File: src/rtl/uart_tx_arbiter_pkg.sv
// Shared definitions for the UART transmit arbiter and the receive-side blocks:
// handshake state encodings, the default acknowledge timeout and the requester index type.
package uart_tx_arbiter_pkg;

  localparam logic [1:0] ST_IDLE      = 2'd0;
  localparam logic [1:0] ST_ISSUE     = 2'd1;
  localparam logic [1:0] ST_WAIT_LOW  = 2'd2;
  localparam logic [1:0] ST_WAIT_HIGH = 2'd3;

  localparam int ACK_TMO_DEFAULT = 4096;

  // Wide enough to name any of up to 8 requesters.
  localparam int IDX_W = 3;
  typedef logic [IDX_W-1:0] req_idx_t;

endpackage

File: src/rtl/uart_tx_arbiter_rr_pick.sv
// Combinational round-robin picker: first set request searching upward from last+1, wrapping.
// Also used by the receive-side dispatcher.
module rr_pick
  import uart_tx_arbiter_pkg::*;
#(
  parameter int N_REQ = 4
) (
  input  logic [N_REQ-1:0] req,
  input  req_idx_t         last,
  output logic             valid,
  output req_idx_t         winner
);

  localparam int IW = (N_REQ > 1) ? $clog2(N_REQ) : 1;
  localparam int SW = IDX_W + 1;

  logic [SW-1:0] idx;

  always_comb begin
    valid  = 1'b0;
    winner = last;
    idx    = '0;
    // Offsets 1..N_REQ put the last winner at the very end of the search.
    for (int i = 1; i <= N_REQ; i++) begin
      idx = {1'b0, last} + SW'(i);
      if (idx >= SW'(N_REQ)) begin
        idx = idx - SW'(N_REQ);
      end
      if (!valid && req[idx[IW-1:0]]) begin
        valid  = 1'b1;
        winner = idx[IDX_W-1:0];
      end
    end
  end

endmodule

File: src/rtl/uart_tx_arbiter.sv
// Shares one UART transmitter between N_REQ byte sources, one byte per round-robin grant,
// with a level handshake held until the UART (which samples only on its baud tick) responds.
//
//  state        | meaning
//  -------------+-------------------------------------------------------------
//  ST_IDLE      | waiting for an idle UART and any request
//  ST_ISSUE     | byte latched, din_rdy raised; timeout counter cleared
//  ST_WAIT_LOW  | holding din_rdy until uart_ready falls or the timeout expires
//  ST_WAIT_HIGH | UART sending the frame; waiting for uart_ready to return
module uart_tx_arbiter
  import uart_tx_arbiter_pkg::*;
#(
  parameter int N_REQ   = 4,
  parameter int DATA_W  = 8,
  parameter int ACK_TMO = ACK_TMO_DEFAULT
) (
  input  logic                    clk,
  input  logic                    rst_n,
  input  logic [N_REQ-1:0]        req,
  input  logic [N_REQ*DATA_W-1:0] req_byte,
  output logic [N_REQ-1:0]        grant_ack,
  output logic                    din_rdy,
  output logic [DATA_W-1:0]       din_byte,
  input  logic                    uart_ready,
  output logic                    busy,
  output logic [IDX_W-1:0]        cur_grant,
  output logic                    err_tmo
);

  localparam int CW = $clog2(ACK_TMO);

  logic [1:0]        state;
  logic [CW-1:0]     tmo_cnt;
  logic [CW-1:0]     cnt_inc;
  logic              pick_valid;
  req_idx_t          pick_w;
  logic [DATA_W-1:0] sel_byte;
  logic [N_REQ-1:0]  sel_ack;

  rr_pick #(
    .N_REQ (N_REQ)
  ) u_rr_pick (
    .req    (req),
    .last   (cur_grant),
    .valid  (pick_valid),
    .winner (pick_w)
  );

  always_comb begin
    sel_byte = '0;
    sel_ack  = '0;
    for (int i = 0; i < N_REQ; i++) begin
      if (pick_w == IDX_W'(i)) begin
        sel_byte   = req_byte[i*DATA_W +: DATA_W];
        sel_ack[i] = 1'b1;
      end
    end
  end

  // Saturating so a stalled handshake can never wrap back under the limit.
  assign cnt_inc = (tmo_cnt == {CW{1'b1}}) ? tmo_cnt : tmo_cnt + 1'b1;

  always_ff @(posedge clk or negedge rst_n) begin
    if (!rst_n) begin
      state     <= ST_IDLE;
      din_rdy   <= 1'b0;
      din_byte  <= '0;
      grant_ack <= '0;
      busy      <= 1'b0;
      cur_grant <= IDX_W'(N_REQ - 1);
      err_tmo   <= 1'b0;
      tmo_cnt   <= '0;
    end else begin
      grant_ack <= '0;
      case (state)
        ST_IDLE: begin
          if (uart_ready && pick_valid) begin
            din_byte  <= sel_byte;
            cur_grant <= pick_w;
            grant_ack <= sel_ack;
            din_rdy   <= 1'b1;
            busy      <= 1'b1;
            state     <= ST_ISSUE;
          end
        end
        ST_ISSUE: begin
          tmo_cnt <= '0;
          state   <= ST_WAIT_LOW;
        end
        ST_WAIT_LOW: begin
          tmo_cnt <= cnt_inc;
          if (!uart_ready) begin
            din_rdy <= 1'b0;
            state   <= ST_WAIT_HIGH;
          end else if (cnt_inc == CW'(ACK_TMO - 1)) begin
            din_rdy <= 1'b0;
            err_tmo <= 1'b1;
            busy    <= 1'b0;
            state   <= ST_IDLE;
          end
        end
        ST_WAIT_HIGH: begin
          if (uart_ready) begin
            busy  <= 1'b0;
            state <= ST_IDLE;
          end
        end
        default: begin
          state <= ST_IDLE;
        end
      endcase
    end
  end

endmodule
File: config.mk
export PLATFORM = sky130hd
export DESIGN_NAME = uart_tx_arbiter
export DESIGN_NICKNAME = d
export VERILOG_FILES = /design/src/rtl/uart_tx_arbiter_pkg.sv /design/src/rtl/uart_tx_arbiter_rr_pick.sv /design/src/rtl/uart_tx_arbiter.sv
export SDC_FILE = /design/constraint.sdc
export NUM_CORES = 1
export LEC_CHECK = 0
export CORE_ASPECT_RATIO = 0.5
export CORE_UTILIZATION = 54
export DETAILED_ROUTE_END_ITERATION = 10
export PLACE_DENSITY = 0.89
export SLEW_MARGIN = 10
export SYNTH_ARGS = -nofsm -noshare
export SYNTH_HDL_FRONTEND = slang
export SYNTH_SLANG_ARGS = --single-unit
export TNS_END_PERCENT = 50
File: constraint.sdc
create_clock -name clk -period 10.8 [get_ports clk]
set_input_delay 3.24 -clock clk [delete_from_list [all_inputs] [get_ports clk]]
set_output_delay 3.24 -clock clk [all_outputs]
set_load 0.05 [all_outputs]
---- Word-level counts from Yosys, hierarchy flattened ----
Cells that the tools add are included.
word-level totals
  input port bits ......................... 39
  output and inout port bits .............. 18
  register bits after elaboration ......... 32
  word-level logic and storage cells ...... 99
operators by class
  eq/ne operators ......................... 13
  magnitude comparators ................... 8
  mux-type cells .......................... 44
  reductions and logical operators ........ 17
  $add $sub $neg .......................... 9
operator list
  kind                     count
  $mux W8                  4
  $eq A12 B12 Y1 const B   2
  $mux W3                  8
  $pmux W12 S2             1
  $mux W1                  17
  $ge A4 B3 Y1 const B     4
  $add A12 B1 Y12 const B  1
  $lt A2 B3 Y1 const B     4
  $mux W12                 1
  $sub A3 B3 Y3 const B    4
  $reduce_and A3 Y1        3
  $add A3 B2 Y4 const B    2
  $bmux W1 S2              4
  $mux W2                  4
  $mux W4                  2
  $ne A2 B2 Y1 const B     4
  $pmux W2 S4              1
  $eq A3 B2 Y1 const B     2
  $reduce_and A5 Y1        1
  $add A3 B1 Y4 const B    1
  $add A3 B3 Y4 const B    1
  $eq A2 B2 Y1 const B     2
  $logic_and A1 B1 Y1      4
  $reduce_bool A2 Y1       2
  10 further kinds         12

---- Depth between registers and ports, before layout ----
Gate-level depths: netlist of run 1.
  depth in word-level cells ............... 20
  gate-level depth with buffers ........... 13
  gate-level depth less buffers ........... 9

---- Cells and area by module ----
From an unflattened synthesis of run 1, not the netlist that was laid out.
second synthesis, totals
  cells, all modules ...................... 234
  area total of the unflattened synthesis .. 2316.0 µm²
modules (own cells, without submodules)
  module           sequential area each (µm²)  instances  cells an instance  area each (µm²)
  uart_tx_arbiter  803.3                       1          190                1975.6
  rr_pick          0.0                         1          44                 340.3

---- Least setup slack after synthesis of run 1 ----
No wires, ideal clock.
  kind .................................... input port to flip-flop
  start point ............................. input req[3]
  end point ............................... register din_byte[0]
  library setup time ...................... 0.123 ns
  stages on the path ...................... 10
  slack ................................... 5.561 ns
  arrival ................................. 5.116 ns
  path buffers ............................ 3
  data required time ...................... 10.677 ns
  cells stage by stage .................... buf_6 > mux4_2 > a22o_1 > a221o_1 > buf_2 > and3_1 > buf_4 > o21ai_1 > o211ai_2 > o221a_2
between the ends
  cells in the longest elaborated chain, start to end .. 17
  elaborated cells on any way between the ends .. 32
  those cells by class .................... 3 x eq/ne; 20 x mux; 9 x reduce/logical
ends and longest elaborated chain
  item                           line                           text
  start, declared                uart_tx_arbiter.sv:19          input logic [N_REQ-1:0] req,
  $bmux W1 S2                    uart_tx_arbiter_rr_pick.sv:29  if (!valid && req[idx[IW-1:0]]) begin
  $mux W1 (not written as such)  uart_tx_arbiter_rr_pick.sv:29
  $mux W1                        uart_tx_arbiter_rr_pick.sv:29
  $logic_not A1 Y1               uart_tx_arbiter_rr_pick.sv:29
  $logic_and A1 B1 Y1            uart_tx_arbiter_rr_pick.sv:29
  $mux W1                        uart_tx_arbiter_rr_pick.sv:29
  $logic_not A1 Y1               uart_tx_arbiter_rr_pick.sv:29
  $logic_and A1 B1 Y1            uart_tx_arbiter_rr_pick.sv:29
  $mux W1                        uart_tx_arbiter_rr_pick.sv:29
  $logic_not A1 Y1               uart_tx_arbiter_rr_pick.sv:29
  $logic_and A1 B1 Y1            uart_tx_arbiter_rr_pick.sv:29
  $mux W3                        uart_tx_arbiter_rr_pick.sv:29
  $logic_not A3 Y1               uart_tx_arbiter.sv:53          if (pick_w == IDX_W'(i)) begin
  $mux W8 (4 in series)          uart_tx_arbiter.sv:53
  end signal, assigned           uart_tx_arbiter.sv:78          din_byte <= sel_byte;
  end, declared                  uart_tx_arbiter.sv:23          output logic [DATA_W-1:0] din_byte,
Several ways; a longest one is shown, not always the timed one. The select of a mux whose other input is x is not followed.
A chain may end at the register's enable or synchronous reset.

---- Final worst setup path of run 1 ----
  start point ............................. input req[1]
  end point ............................... register din_byte[2]
The elaborated chain is that of the path after synthesis.

==> run metrics, run 1 <==
GRT Total Usage=28.0%; CTS H-tree lvls=2; cts repair resizes=0; # Post-CTS Setup Buffers=0; initial antenna violation count=0; first-pass iteration count of the detailed router=5; number of port buffers=56; Max Freq=around 170 MHz; Yosys warning count=0; synth top area cells=dfrtp_1 (31%), a21oi_1 (4.2%), o211ai_2 (4.2%); first-pass GRT wire length=10.2 mm; Worst Setup SP=req[1]; actual slew at the worst max-slew pin=774 ps; Startpoint Class=input port; syn nets=317; Worst Path Arrival=6100 ps; crit path max fanout=20; outcome=complete, no violations; Hold Path Stages=1; Hold Crit Class=reg -> reg; fin crit period=just under 6000 ps; Finished Core Util=74.7%; count of final setup violators=0; cells after synthesis=271; Routed WL per cell=16.9 um; Worst IR Drop VDD=roughly 200 uV; Die X-Extent=roughly 96 um; share of layout cells above drive strength 1=roughly an eighth; core area=4080 um^2; Yosys cell types=63; area share of the largest cell type after synthesis=31.2%; vias in the first global route=2174; period utilization=54.9%; sequential-to-total area share from yosys stat=33.4%; reg2reg path depth=9; Post-synth EDFFs=0; # nets final=361; # rows=16; routability-driven placement congestion ratio=about 0.93; max-cap viol count=0; setup TNS=0 ps; CTS tree=built; Pwr Total=0.825 mW; grt total ovfl=0; DRC=0; RR Endpoint=din_byte[2]$_DFFE_PN0P_; CTS Hold Bufs=0; Die ar.=4740 um^2; dpl cells=362; mean post-synth cell area=8.88 um^2; Layout Skew=7.87 ps; R2R Setup Slk=between 7000 and 8000 ps; WL final=between 6 and 7 mm; Setup CP Type=in -> reg; die height=~49 um; Inserted Clock Buffers=5; clk buf depth=2; clk sinks=32; Area growth syn-to-layout=26.8%; final worst setup slack=4870 ps; post-route ant nets=0; post-synth top area cell=dfrtp_1; critical path data required time=10970 ps; antenna cells=0; hpwl dp=4.64 mm; register bit total from synthesis=32; hold_sp=err_tmo$_DFFE_PN0P_; Primary FF master, synth=dfrtp_1; clk_lat worst skew=around 280 ps; # IOs=57; post-DR vias/cell=6.38; FILL cells=301; Power Density=270 nW/um^2; effective utilization at floorplan=between 50% and 60%; Hold EP=err_tmo$_DFFE_PN0P_; Layout Cells excl Fill=370; Final Slew Violations=0; CP Capture Type=flop; Vias=2359; Hold Fails Final Rpt=0; Syn Std Cell Area=2410 um^2; Post-synth ARST share=100%; Max-slew headroom=48.4%; Lkg Pwr=~1.2 nW; CTS Root Cell=clkbuf_8; largest net degree at the start of global routing=33; RSZ-0062 raised after global routing=false; CTS clk-pin slew, worst paths=70 ps; RR Startpoint=cur_grant[0]$_DFFE_PN1P_; drt initial violations=126; pre-CTS setup slack=4640 ps
## registers in the layout (all words and copies together), names as in the netlist
name / flops
din_rdy: 1
cur_grant: 3
busy: 1
state: 2
din_byte: 8
err_tmo: 1
grant_ack: 4
tmo_cnt: 12
## metal layers
layer / global-route usage [%] / wire length, um / vias up
li1: - / - / 1123
met1: 36.5 / 2840 / 1164
met2: 46.6 / 3050 / 60
met3: 5.92 / 251 / 12
met4: 8.58 / 121 / 0
met5: 0 / 0 / -
## synthesized netlist by cell type (all sizes together) (3+ instances only)
| master | n |
|---|---|
| nand3 | 9 |
| dfrtp | 30 |
| o22ai | 6 |
| o21bai | 3 |
| ha | 7 |
| nand2 | 13 |
| inv | 24 |
| clkbuf | 8 |
| nor3 | 3 |
| o211ai | 10 |
| or3 | 3 |
| a31oi | 15 |
| mux4 | 3 |
| or3b | 3 |
| nand4b | 3 |
| nand3b | 3 |
| a22oi | 3 |
| nor2 | 10 |
| a21boi | 4 |
| o221a | 8 |
| o21ai | 21 |
| and3 | 6 |
| a21oi | 20 |
| buf | 13 |
## per-stage QoR
step                      cell area, um^2  hold slack [ps]
after floorplan                      2410              532
after global placement               2940              458
after detailed placement             2940              473
after CTS                            3050              487
after global routing                 3050              494
final                                3050              481
## logic make-up after synthesis
| logic type | count (synthesis) | share of synthesized area [%] |
|---|---|---|
| AO/OA/AOI/OAI | 111 | 33.2 |
| XOR/XNOR | 2 | 0.728 |
| adder cells (fa/ha/maj) | 7 | 3.64 |
| buffers and inverters | 45 | 8.16 |
| flip-flops | 32 | 33.4 |
| multiplexers | 6 | 4.32 |
| AND/OR/NAND/NOR | 68 | 16.5 |
## power breakdown
group	total [mW]	leakage [nW]	switching [mW]	internal, mW
registers	0.195	0.405	0.0393	0.156
clock network	0.113	0.0552	0.0446	0.0684
logic	0.516	0.724	0.315	0.201
## worst max path at each step
stage,cells after the start,end
floorplan,10,din_byte[0]$_DFFE_PN0P_
detailed placement,9,din_byte[2]$_DFFE_PN0P_
global route,9,din_byte[3]$_DFFE_PN0P_
finish,9,din_byte[2]$_DFFE_PN0P_
CTS,9,din_byte[2]$_DFFE_PN0P_
global placement,9,din_byte[0]$_DFFE_PN0P_
## layout make-up
type	count	area, um^2	area share (%)
clock buffer	6	72.6	2.38
sequential	32	803	26.3
timing repair buffer	58	576	18.9
clock inverter	2	35.0	1.15
tap	54	67.6	2.21
inverter	24	90.1	2.95
multi-input combinational	194	1410	46.1
## cell usage in the layout, fill, tap and decap left out, types with 3 or more instances in the layout
| cell | n |
|---|---|
| a21boi_0 | 3 |
| a21oi_1 | 20 |
| a22oi_1 | 3 |
| a31oi_1 | 15 |
| and3_1 | 6 |
| clkbuf_8 | 5 |
| clkdlybuf4s50_1 | 56 |
| dfrtp_1 | 30 |
| ha_1 | 7 |
| inv_1 | 24 |
| nand2_1 | 13 |
| nand3_1 | 8 |
| nand3b_1 | 3 |
| nand4b_1 | 3 |
| nor2_1 | 10 |
| nor3_1 | 3 |
| o211ai_2 | 8 |
| o21ai_0 | 12 |
| o21ai_1 | 9 |
| o21bai_1 | 3 |
| o221a_2 | 8 |
| o22ai_1 | 6 |
| or3_1 | 3 |
## worst max-delay path: stages
cell	delay, ps
clkdlybuf4s50_1	590
mux4_2	590
a21oi_1	240
o21ai_0	130
a22oi_1	160
buf_4	260
or2_0	590
o211ai_2	140
o221a_2	150
No activity file was read; power rests on OpenSTA's default activity.
==> run 2, diff against run 1 <==
- CORE_UTILIZATION: 54 -> 50
- PLACE_DENSITY: 0.89 -> 0.83
- clock period: 10.8 -> 6.01 ns (I/O delays scaled with it)
==> run 2 against run 1 <==
Net effect: clock skew fell by 1.7 ps; global-route usage fell by 2.8 points; sequential share of layout area fell by 0.29 points; largest cell class unchanged; via count fell by 0.38%; sequential power rose by 79%; highest routed layer unchanged; die area rose by 7.7%; clock power rose by 110%; critical path type unchanged; critical path depth did not move.
==> run metrics, run 2 (synthesized netlist as in run 1, its figures left out) <==
Final Slew Violations=0 (unchanged); critical path data required time=6190 ps (was 10970 ps); setup TNS=0 ps (unchanged); core area=4510 um^2 (was 4080 um^2); Biggest register=tmo_cnt (unchanged); RR Startpoint=cur_grant[0]$_DFFE_PN1P_ (unchanged); Layout Cells excl Fill=382 (was 370); hpwl dp=4.58 mm (was 4.64 mm); Inserted Clock Buffers=5 (unchanged); worst path bufs/invs=2 (unchanged); CTS Root Cell=clkbuf_8 (unchanged); grt total ovfl=0 (unchanged); worst-path cell chain=clkdlybuf4s50_1 > mux4_2 > a21oi_1 > o21ai_0 > a22oi_1 > buf_4 > or2_0 > o211ai_2 > o221a_2 (unchanged); max-cap viol count=0 (unchanged); post-DR vias/cell=6.15 (was 6.38); outcome=complete, no violations (unchanged); # IOs=57 (unchanged); share of layout cells above drive strength 1=12.0% (was 11.7%); biggest regs=tmo_cnt (12), din_byte (8), grant_ack (4) (unchanged); delay-heaviest family, CP=buffers and inverters (unchanged); effective utilization at floorplan=53.4% (was 58.9%); Hold Fails Final Rpt=0 (unchanged); clk buf depth=2 (unchanged); Vias=2350 (was 2359); # Post-CTS Setup Buffers=0 (unchanged); actual slew at the worst max-slew pin=768 ps (was 774 ps); count of final setup violators=0 (unchanged); routability-driven placement congestion ratio=0.889 (was 0.930); antenna cells=0 (unchanged); period utilization=74.6%; commonest non-fill, non-tap cells in the layout=clkdlybuf4s50_1 (56), dfrtp_1 (30), inv_1 (24) (unchanged); Die X-Extent=100 um (was 96.4 um); CP max stage cell=or2_0 (was clkdlybuf4s50_1); number of port buffers=56 (unchanged); hold_sp=err_tmo$_DFFE_PN0P_ (unchanged); Hold Slack=501 ps (was 481 ps); CTS tree=built (unchanged); Lkg Pwr=1.19 nW (was 1.18 nW); cts repair resizes=0 (unchanged); Routed WL per cell=16.2 um (was 16.9 um); fin crit period=approximately 4500 ps; Layout Skew=6.13 ps (was 7.87 ps); Max-slew headroom=48.8% (was 48.4%); CTS clk-pin slew, worst paths=70 ps (about the same); dpl cells=374 (was 362); RSZ-0062 raised after global routing=false (unchanged); max reg flops=12 (unchanged); Die ar.=5110 um^2 (was 4740 um^2); initial antenna violation count=0 (unchanged); drt initial violations=93 (was 126); CP Capture Type=flop (unchanged); CTS H-tree lvls=2 (unchanged); vias in the first global route=2159 (was 2174); WL final=6.17 mm (was 6.26 mm); max incr delay on CP=620 ps (was 590 ps); clk_lat worst skew=290 ps (was 280 ps); largest net degree at the start of global routing=33 (unchanged); clk sinks=32 (unchanged); first-pass GRT wire length=9.89 mm (was 10.2 mm); Worst Path Arrival=4660 ps (was 6100 ps); Startpoint Class=input port (unchanged); Power Density=488 nW/um^2 (was 270 nW/um^2); post-route ant nets=0 (unchanged); Worst Setup SP=req[1] (unchanged); Max Freq=223 MHz; # nets final=361 (unchanged); die height=51.1 um (was 49.2 um); GRT Total Usage=25.2% (was 28.0%); commonest non-fill, non-tap cell in the layout=clkdlybuf4s50_1 (unchanged); crit path max fanout=20 (unchanged); first-pass iteration count of the detailed router=4 (was 5); CTS Hold Bufs=0 (unchanged); Area growth syn-to-layout=28.2% (was 26.8%); Worst IR Drop VDD=302 uV (was 199 uV); # rows=17 (was 16); Setup CP Type=in -> reg (unchanged); DRC=0 (unchanged); Hold Crit Class=reg -> reg (unchanged)
## run 2: cell types whose count changed in the layout (fill, tap and decap cells not counted)
cell | previous run | this run
clkbuf_1 | 1 | 0
clkinv_2 | 1 | 0
clkbuf_8 | 5 | 7
## run 2: where the power goes
group	internal (mW)	switching, mW	leakage [nW]
clock	0.146	0.0866	0.0645
combinational	0.360	0.563	0.724
sequential	0.281	0.0680	0.405
## run 2: layout make-up
cell class / count / area [um^2]
Inverter: 24 / 90.1
Clock buffer: 7 / 96.3
Clock inverter: 1 / 30.0
Timing Repair Buffer: 58 / 576
Tap cell: 66 / 82.6
Multi-Input combinational cell: 194 / 1410
Sequential cell: 32 / 803
Fill cell: 342 / 1430
## run 2: final timing paths
check / cells after the start / endpoint / slack (ps)
max in group asynchronous: 2 / cur_grant[0]$_DFFE_PN1P_ / 3770
min in group asynchronous: 2 / tmo_cnt[2]$_DFFE_PN0P_ / 1910
min: 1 / err_tmo$_DFFE_PN0P_ / 500
max reg2reg: 9 / din_byte[0]$_DFFE_PN0P_ / 2430
min reg2reg: 1 / err_tmo$_DFFE_PN0P_ / 500
max: 9 / din_byte[0]$_DFFE_PN0P_ / 1530
## run 2: stage by stage
step	power (mW)	setup slack (ps)	area, um^2	utilization, %
finish	1.51	1530	3080	68.4
global route	1.60	1320	3080	68.4
CTS	1.51	1560	3080	68.4
detailed placement	1.27	1250	2960	65.6
global placement	1.24	1430	2960	65.6
floorplan	1.06	2210	2410	-
## run 2: worst register-to-register path, stage by stage (launching register included)
cell      delay [ps]
dfstp_2          790
inv_1             90
ha_1             430
mux4_2           570
nor2b_4          150
or3_1            320
a22o_1           270
or2_0            450
o211ai_2         270
o221a_2          200
## run 2: routing by layer
metal	GRT usage (%)	share of wire (%)
met1	30.9	45
met2	44.9	49
met3	4.65	3.7
met4	9.18	1.6
met5	0	0
==> run 3, diff against run 2 <==
- clock period: 6.01 -> 4.25 ns (I/O delays scaled with it)
==> run 3 against run 2 <==
Net effect: first-iteration DRC count grew 42%; critical endpoint is now din_byte[2]$_DFFE_PN0P_; highest routed layer unchanged; count of clock-buffer cells in the layout is the same; sequential power grew 41%; critical path type unchanged; largest power group unchanged.
==> run metrics, run 3 (synthesized netlist as in run 1, its figures left out) <==
max incr delay on CP=570 ps (was 620 ps); Hold Fails Final Rpt=0 (unchanged); grt total ovfl=0 (unchanged); actual slew at the worst max-slew pin=754 ps (was 768 ps); first-pass GRT wire length=10.3 mm (was 9.89 mm); die height=51.1 um (unchanged); crit path max fanout=12 (was 20); # Post-CTS Setup Buffers=0 (unchanged); Final Slew Violations=0 (unchanged); largest net degree at the start of global routing=27 (was 33); Vias=2377 (was 2350); RSZ-0062 raised after global routing=false (unchanged); Inserted Clock Buffers=5 (unchanged); post-DR vias/cell=6.19 (was 6.15); fin area=3100 um^2 (was 3080 um^2); Finished Core Util=68.7% (was 68.4%); CTS Root Cell=clkbuf_8 (unchanged); biggest regs=tmo_cnt (12), din_byte (8), grant_ack (4) (unchanged); Hold Slack=513 ps (was 501 ps); drt initial violations=132 (was 93); DRC=0 (unchanged); core area=4510 um^2 (unchanged); count of final setup violators=0 (unchanged); cts repair resizes=0 (unchanged); pre-CTS setup slack=137 ps (was 1250 ps); commonest non-fill, non-tap cells in the layout=clkdlybuf4s50_1 (56), dfrtp_1 (30), inv_1 (24) (unchanged); worst-path cell chain=clkdlybuf4s50_1 > mux4_2 > nor2b_4 > or3_1 > a22o_1 > or2_0 > o211ai_2 > o221a_2 (was clkdlybuf4s50_1 > mux4_2 > a21oi_1 > o21ai_0 > a22oi_1 > buf_4 > or2_0 > o211ai_2 > o221a_2); clk buf depth=2 (unchanged); CTS clk-pin slew, worst paths=70 ps (about the same); number of port buffers=56 (unchanged); fin crit period=3830 ps; CP max stage cell=clkdlybuf4s50_1 (was or2_0); placed cell areas=2970 um^2 (was 2960 um^2); Biggest register=tmo_cnt (unchanged); FILL cells=356 (was 342); Startpoint Class=input port (unchanged); vias in the first global route=2145 (was 2159); Layout Skew=7.78 ps (was 6.13 ps); clk_lat worst skew=290 ps (about the same); Max-slew headroom=49.8% (was 48.8%); Power Density=685 nW/um^2 (was 488 nW/um^2); critical path data required time=4480 ps (was 6190 ps); Worst Path Arrival=4060 ps (was 4660 ps); GRT Total Usage=26.3% (was 25.2%); clk sinks=32 (unchanged); initial antenna violation count=0 (unchanged); Worst IR Drop VDD=484 uV (was 302 uV); max-cap viol count=0 (unchanged); CP Capture Type=flop (unchanged); hpwl dp=4.47 mm (was 4.58 mm); max reg flops=12 (unchanged); WL final=6.21 mm (was 6.17 mm); commonest non-fill, non-tap cell in the layout=clkdlybuf4s50_1 (unchanged); Routed WL per cell=16.2 um (about the same); period utilization=around nine tenths; CTS tree=built (unchanged); # IOs=57 (unchanged); outcome=complete, no violations (unchanged); effective utilization at floorplan=53.4% (unchanged); Lkg Pwr=1.20 nW (was 1.19 nW); # nets final=363 (was 361); Max Freq=261 MHz; post-route ant nets=0 (unchanged); # rows=17 (unchanged); CTS H-tree lvls=2 (unchanged); final worst setup slack=424 ps (was 1530 ps); routability-driven placement congestion ratio=0.882 (was 0.889); Hold Crit Class=reg -> reg (unchanged); Die ar.=5110 um^2 (unchanged); first-pass iteration count of the detailed router=5 (was 4); antenna cells=0 (unchanged); Die X-Extent=100 um (unchanged); Setup CP Type=in -> reg (unchanged); CTS Hold Bufs=0 (unchanged); Area growth syn-to-layout=28.8% (was 28.2%); setup TNS=0 ps (unchanged); share of layout cells above drive strength 1=12.6% (was 12.0%)
[run 3: changes by cell type in the layout (fill, tap and decap cells not counted)]
cell and delta:
buf_4 +2
[run 3: final timing paths]
check	start	endpoint	slack [ps]	depth (start not counted)
worst min-delay path	busy$_DFFE_PN0P_	busy$_DFFE_PN0P_	510	2
worst min register to register	busy$_DFFE_PN0P_	busy$_DFFE_PN0P_	510	2
max in group asynchronous	rst_n	grant_ack[3]$_DFF_PN0_	2340	2
worst max register to register	cur_grant[0]$_DFFE_PN1P_	din_byte[2]$_DFFE_PN0P_	670	9
worst max-delay path	req[0]	din_byte[2]$_DFFE_PN0P_	420	8
min in group asynchronous	rst_n	din_byte[3]$_DFFE_PN0P_	1260	1
[run 3: routing by layer]
metal / routed length (um) / vias to the layer above / GRT usage [%]
met2: 3060 / 64 / 42.5
met3: 248 / 6 / 5.75
li1: - / 1130 / -
met1: 2820 / 1177 / 34.8
met4: 79 / 0 / 9.90
met5: 0 / - / 0
[run 3: power by group]
part | leakage [nW] | switching, mW | internal (mW)
clock | 0.0645 | 0.118 | 0.207
combinational | 0.733 | 0.792 | 0.512
sequential | 0.405 | 0.0958 | 0.397
[run 3: layout make-up]
class                      count  area, um^2  share of cell area (%)
clock buffer                   7        96.3                    3.11
clock inverter                 1        30.0                   0.969
inverter                      24        90.1                    2.91
multi-input combinational    194        1410                    45.4
sequential                    32         803                    25.9
tap                           66        82.6                    2.66
timing repair buffer          60         591                    19.1
[run 3: critical path, delay by kind of cell]
family | cells | cell delay (ps)
compound gates | 3 | 720
buf+inv | 1 | 570
mux | 1 | 560
simple gates | 3 | 920
[run 3: stage by stage]
stage / power (mW) / cells
after floorplan: 1.50 / 271
after global placement: 1.76 / 376
after detailed placement: 1.80 / 376
after CTS: 2.13 / 384
after global routing: 2.27 / 384
final: 2.12 / 384
